===== src/rtl/hazard_scoreboard.sv =====
// Data-hazard unit between ID and EXE: per-register latency scoreboard driving the ID stall,
// youngest-first operand forwarding selects for EXE, and a saturating stalled-cycle counter.
module hazard_scoreboard #(
    parameter int unsigned AW     = 5,
    parameter int unsigned STAGES = 2,
    parameter int unsigned LAT_W  = 3,
    parameter int unsigned CW     = 16,
    parameter int unsigned SW     = $clog2(STAGES + 1)
) (
    input  logic                   clk,
    input  logic                   rst,
    input  logic [AW-1:0]          id_rs,
    input  logic [AW-1:0]          id_rt,
    input  logic                   id_use_rs,
    input  logic                   id_use_rt,
    input  logic                   iss_valid,
    input  logic                   iss_we,
    input  logic [AW-1:0]          iss_rd,
    input  logic [LAT_W-1:0]       iss_lat,
    input  logic                   flush,
    input  logic [AW-1:0]          id_exe_rs,
    input  logic [AW-1:0]          id_exe_rt,
    input  logic [STAGES-1:0]      fwd_we,
    input  logic [STAGES*AW-1:0]   fwd_rd,
    output logic [SW-1:0]          forward_A,
    output logic [SW-1:0]          forward_B,
    output logic                   stall,
    output logic [(2**AW)-1:0]     busy_vec,
    output logic [CW-1:0]          stall_count
);

    localparam int unsigned NReg = 2 ** AW;

    logic [LAT_W-1:0] cnt_q [NReg];
    logic [LAT_W-1:0] cnt_d [NReg];
    logic [CW-1:0]    count_q, count_d;
    logic             issue;
    logic             rs_hazard, rt_hazard;
    logic [AW-1:0]    slot_rd [STAGES];

    always_comb begin
        for (int r = 0; r < int'(NReg); r++) begin
            busy_vec[r] = (cnt_q[r] != '0);
        end
    end

    // Register 0 never carries a hazard, so its busy bit is excluded explicitly.
    assign rs_hazard = id_use_rs && (id_rs != '0) && busy_vec[id_rs];
    assign rt_hazard = id_use_rt && (id_rt != '0) && busy_vec[id_rt];
    assign stall     = iss_valid && (rs_hazard || rt_hazard);
    assign issue     = iss_valid && !stall;

    always_comb begin
        cnt_d[0] = '0;
        for (int r = 1; r < int'(NReg); r++) begin
            cnt_d[r] = cnt_q[r];
            if (flush) begin
                cnt_d[r] = '0;
            end else if (issue && iss_we && (iss_rd == AW'(r)) && (iss_lat != '0)) begin
                cnt_d[r] = iss_lat;
            end else if (cnt_q[r] != '0) begin
                cnt_d[r] = cnt_q[r] - LAT_W'(1);
            end
        end
    end

    always_comb begin
        count_d = count_q;
        if (stall && (count_q != {CW{1'b1}})) begin
            count_d = count_q + CW'(1);
        end
    end

    always_ff @(posedge clk) begin
        if (rst) begin
            for (int r = 0; r < int'(NReg); r++) begin
                cnt_q[r] <= '0;
            end
            count_q <= '0;
        end else begin
            for (int r = 0; r < int'(NReg); r++) begin
                cnt_q[r] <= cnt_d[r];
            end
            count_q <= count_d;
        end
    end

    assign stall_count = count_q;

    always_comb begin
        for (int i = 0; i < int'(STAGES); i++) begin
            slot_rd[i] = fwd_rd[i*AW +: AW];
        end
    end

    // Scan oldest to youngest so the youngest matching slot overwrites the select last.
    always_comb begin
        forward_A = '0;
        forward_B = '0;
        for (int i = int'(STAGES) - 1; i >= 0; i--) begin
            if (fwd_we[i] && (slot_rd[i] != '0) && (slot_rd[i] == id_exe_rs)) begin
                forward_A = SW'(i + 1);
            end
            if (fwd_we[i] && (slot_rd[i] != '0) && (slot_rd[i] == id_exe_rt)) begin
                forward_B = SW'(i + 1);
            end
        end
    end

endmodule


===== config.mk =====
export PLATFORM = sky130hd
export DESIGN_NAME = hazard_scoreboard
export DESIGN_NICKNAME = d
export VERILOG_FILES = /design/src/rtl/hazard_scoreboard.sv
export SDC_FILE = /design/constraint.sdc
export NUM_CORES = 1
export LEC_CHECK = 0
export CAP_MARGIN = 20
export CORE_AREA = 2 2 121 123
export CTS_BUF_LIST = sky130_fd_sc_hd__clkbuf_8
export DETAILED_ROUTE_END_ITERATION = 7
export DIE_AREA = 0 0 123 125
export PLACE_DENSITY = 0.77
export SYNTH_ARGS = -nofsm -noshare
export SYNTH_HDL_FRONTEND = slang
export SYNTH_SLANG_ARGS = --single-unit

===== constraint.sdc =====
create_clock -name clk -period 5.32 [get_ports clk]
set_input_delay 0.798 -clock clk [delete_from_list [all_inputs] [get_ports clk]]
set_output_delay 0.798 -clock clk [all_outputs]
set_load 0.05 [all_outputs]

==> results.tsv <==
stage	metric	value	unit
synthesis	synth_cells	903	
synthesis	syn_nets	1013	
synthesis	synthesis.area	7650	µm²
synthesis	synth_cell_types	53	
clock_network	cts_tree	yes	
cells_and_area	final_layout_size_suffix_gt1_frac	0.0901	
clock_network	cts_max_level	3	
setup_path	worstSetupPathType	primary input to output port	
clock_network	clk_path_buf_depth	2	
timing	layout_min_cycle_time	4660	ps
clock_network	clk_pin_slew	110	ps
global_route	grt_pass1_vias	5889	
clock_network	clock_sinks	109	
status	status	complete, no violations	
global_route	grt_pass1_wl	28300	µm
detailed_routing	vias	6250	
setup_path	max_stage_delay	870	ps
worst_hold_path	hold_class	flop to flop	
placement	hpwlAfterDp	12900	µm
clock_network	cts_resized	0	
synthesis	synth_top_area_share	0.285	
synthesis	yosysSeqAreaShare	0.285	
setup_path	worstPathRequired	4520	ps
setup_path	r2r_start	cnt_q[0][45]	
timing	timing.final.crit_share	0.875	
synthesis	synth_ff_type	dfxtp_1	
cells_and_area	nFillCells	1233	
timing	setup_violations	0	
power_and_ir_drop	leakage	0.00414	µW
power_and_ir_drop	finalPower	1630	µW
cells_and_area	fin_area	8970	µm²
synthesis	yosys_warnings	0	
cells_and_area	diodes	0	
clock_network	hold_buffers	0	
clock_network	cts_root_buffer	clkbuf_8	
global_route	grt_overflow	0	
clock_network	clk_latency	400	ps
power_and_ir_drop	peakVddDrop	0.000107	V
cells_and_area	final_cell_mix	nand2_1 (151), dfxtp_1 (109), clkdlybuf4s50_1 (98), mux2i_1 (97), inv_1 (91)	
global_route	grt_max_degree	39	
timing	rsz0062_at_grt	no	
worst_hold_path	worstHoldStart	stall_count[5]	
global_route	antenna_found_initial	0	
setup_path	path_cells	clkdlybuf4s50_1, mux4_2, o21ai_1, a221oi_2, o211ai_4, nor2_1, nor2_1, clkdlybuf4s50_1	
cells_and_area	syn2layout_area_growth	17.2	%
setup_path	crit_fanout	17	
die	ioPinCount	100	
global_route	grt_usage	0.231	
setup_path	r2r-end	cnt_q[0][26]	
detailed_routing	drc	0	
timing	fin_skew	16.2	ps
clock_network	post_cts_buffers	0	
power_and_ir_drop	power.density	182	nW/µm²
synthesis	ys_ff_latch	109	
placement	placed_area	8790	µm²
die	die_width	123	µm
placement	gp_congestion	0.862	
setup_path	start_kind	primary input	
clock_network	numCtsBuffers	9	
worst_hold_path	hold_depth	2	
worst_hold_path	min_to	stall_count[5]	
die	die_h	125	µm
synthesis	yosysTopAreaCell	dfxtp_1	
die	rows	44	
synthesis	avgSynthCellArea	8.47	µm²
detailed_routing	finalWirelength	17500	µm
detailed_routing	first_iter_violations	383	
setup_path	cp_data_arrival_time	3860	ps
detailed_routing	wl_per_cell	14.9	µm
timing	final_max_slew_viol_count	0	
cells_and_area	final_common_cell	nand2_1	
run	maxCapViolCount	0	
setup_path	reg2regPathDepth	12	
detailed_routing	drt-pass1-iter-count	5	
die	die-area	15400	µm²
synthesis	synth-async-reset-ratio	0	
cells_and_area	nets	1093	
detailed_routing	routed_via_density	5.33	
detailed_routing	ant_nets	0	
timing	tns	0	ps
setup_path	r2r_slack	1850	ps
timing	worst_slew_pin_slew	825	ps
timing	hold_viol_final	0	
setup_path	crit_slowest_cell	clkdlybuf4s50_1	
placement	io_buffers	98	
synthesis	synth_edf_count	0	
synthesis	synth.area.top_cells	dfxtp_1 (29%), mux2i_1 (13%), ha_1 (10%)	
timing	fmax	215	MHz
timing	slew_headroom	0.448	
setup_path	cp-end-kind	output port	
die	start_util	0.539	
die	fp.coreArea	14200	µm²
## power by group
part	leakage (µW)	switching, µW	internal [µW]
combinational	0.00316	177	120
sequential	0.000878	6.12	825
clock	0.000104	292	213
## cells in the mapped netlist, drive strengths merged (6+ instances only)
cell type	n
nor3b	8
o211ai	22
xnor2	36
mux2	34
dfxtp	109
xor2	16
mux2i	97
a21oi	13
inv	90
nor2	58
nor4	7
nor3	10
nand2	161
ha	63
nand2b	17
or3	9
buf	7
clkbuf	33
o21ai	32
nor2b	26
nand3	6
mux4	8
nand4	6
## cell families (layout without fill, tap and decap cells)
family	count (synthesis)	count (layout)	synth area share
and+or+nand+nor	327	327	0.215
muxes	139	139	0.200
buffers and inverters	130	215	0.0659
DFF	109	109	0.285
AOI/OAI and AO/OA	82	82	0.0708
adders and majority gates	63	63	0.103
xor gates and xnor gates	52	52	0.0595
other	1	1	0.000490
## worst max-delay path: cells and delay by family
| family | cells | cell delay, ps |
|---|---|---|
| AND/OR/NAND/NOR | 2 | 200 |
| AO/OA/AOI/OAI | 3 | 600 |
| buffers and inverters | 2 | 1680 |
| multiplexers | 1 | 580 |
## through the flow
step                setup slack [ps]   util  std cells  hold slack (ps)
detailed placement               637  0.619       1156              496
floorplan                       1150      -        903              524
CTS                              643  0.632       1172              514
finish                           665  0.632       1172              509
global placement                 673  0.619       1156              489
global route                     404  0.632       1172              534
## state kept, by name, summed over array words and instances (netlist names)
signal,count
stall_count,16
cnt_q,93
## final cells by class
| type | instances | area, µm² | share of cell area |
|---|---|---|---|
| repair buffers | 109 | 1060 | 0.119 |
| clock inverters | 7 | 61.3 | 0.00683 |
| multi-input cells | 664 | 4970 | 0.554 |
| flip-flops and latches | 109 | 2180 | 0.243 |
| inverters | 90 | 338 | 0.0377 |
| well taps | 184 | 230 | 0.0257 |
| clock buffers | 9 | 124 | 0.0138 |
## routing by layer
metal	wire, µm	up-vias	part of all wire	GRT usage
li1	-	3177	-	-
met1	7760	2905	0.44	0.286
met2	8420	136	0.48	0.388
met3	855	32	0.049	0.0411
met4	470	0	0.027	0.102
met5	0	-	0	0
## worst max path at each step
stage	from	endpoint	slack, ps	cells after the start
floorplan	fwd_rd[1]	forward_A[1]	1150	4
global placement	id_rs[1]	stall	670	8
detailed placement	id_rs[1]	stall	640	8
CTS	id_rs[1]	stall	640	8
global route	id_rs[1]	stall	400	8
finish	id_rs[1]	stall	660	8
(Power assumes the default switching activity.)
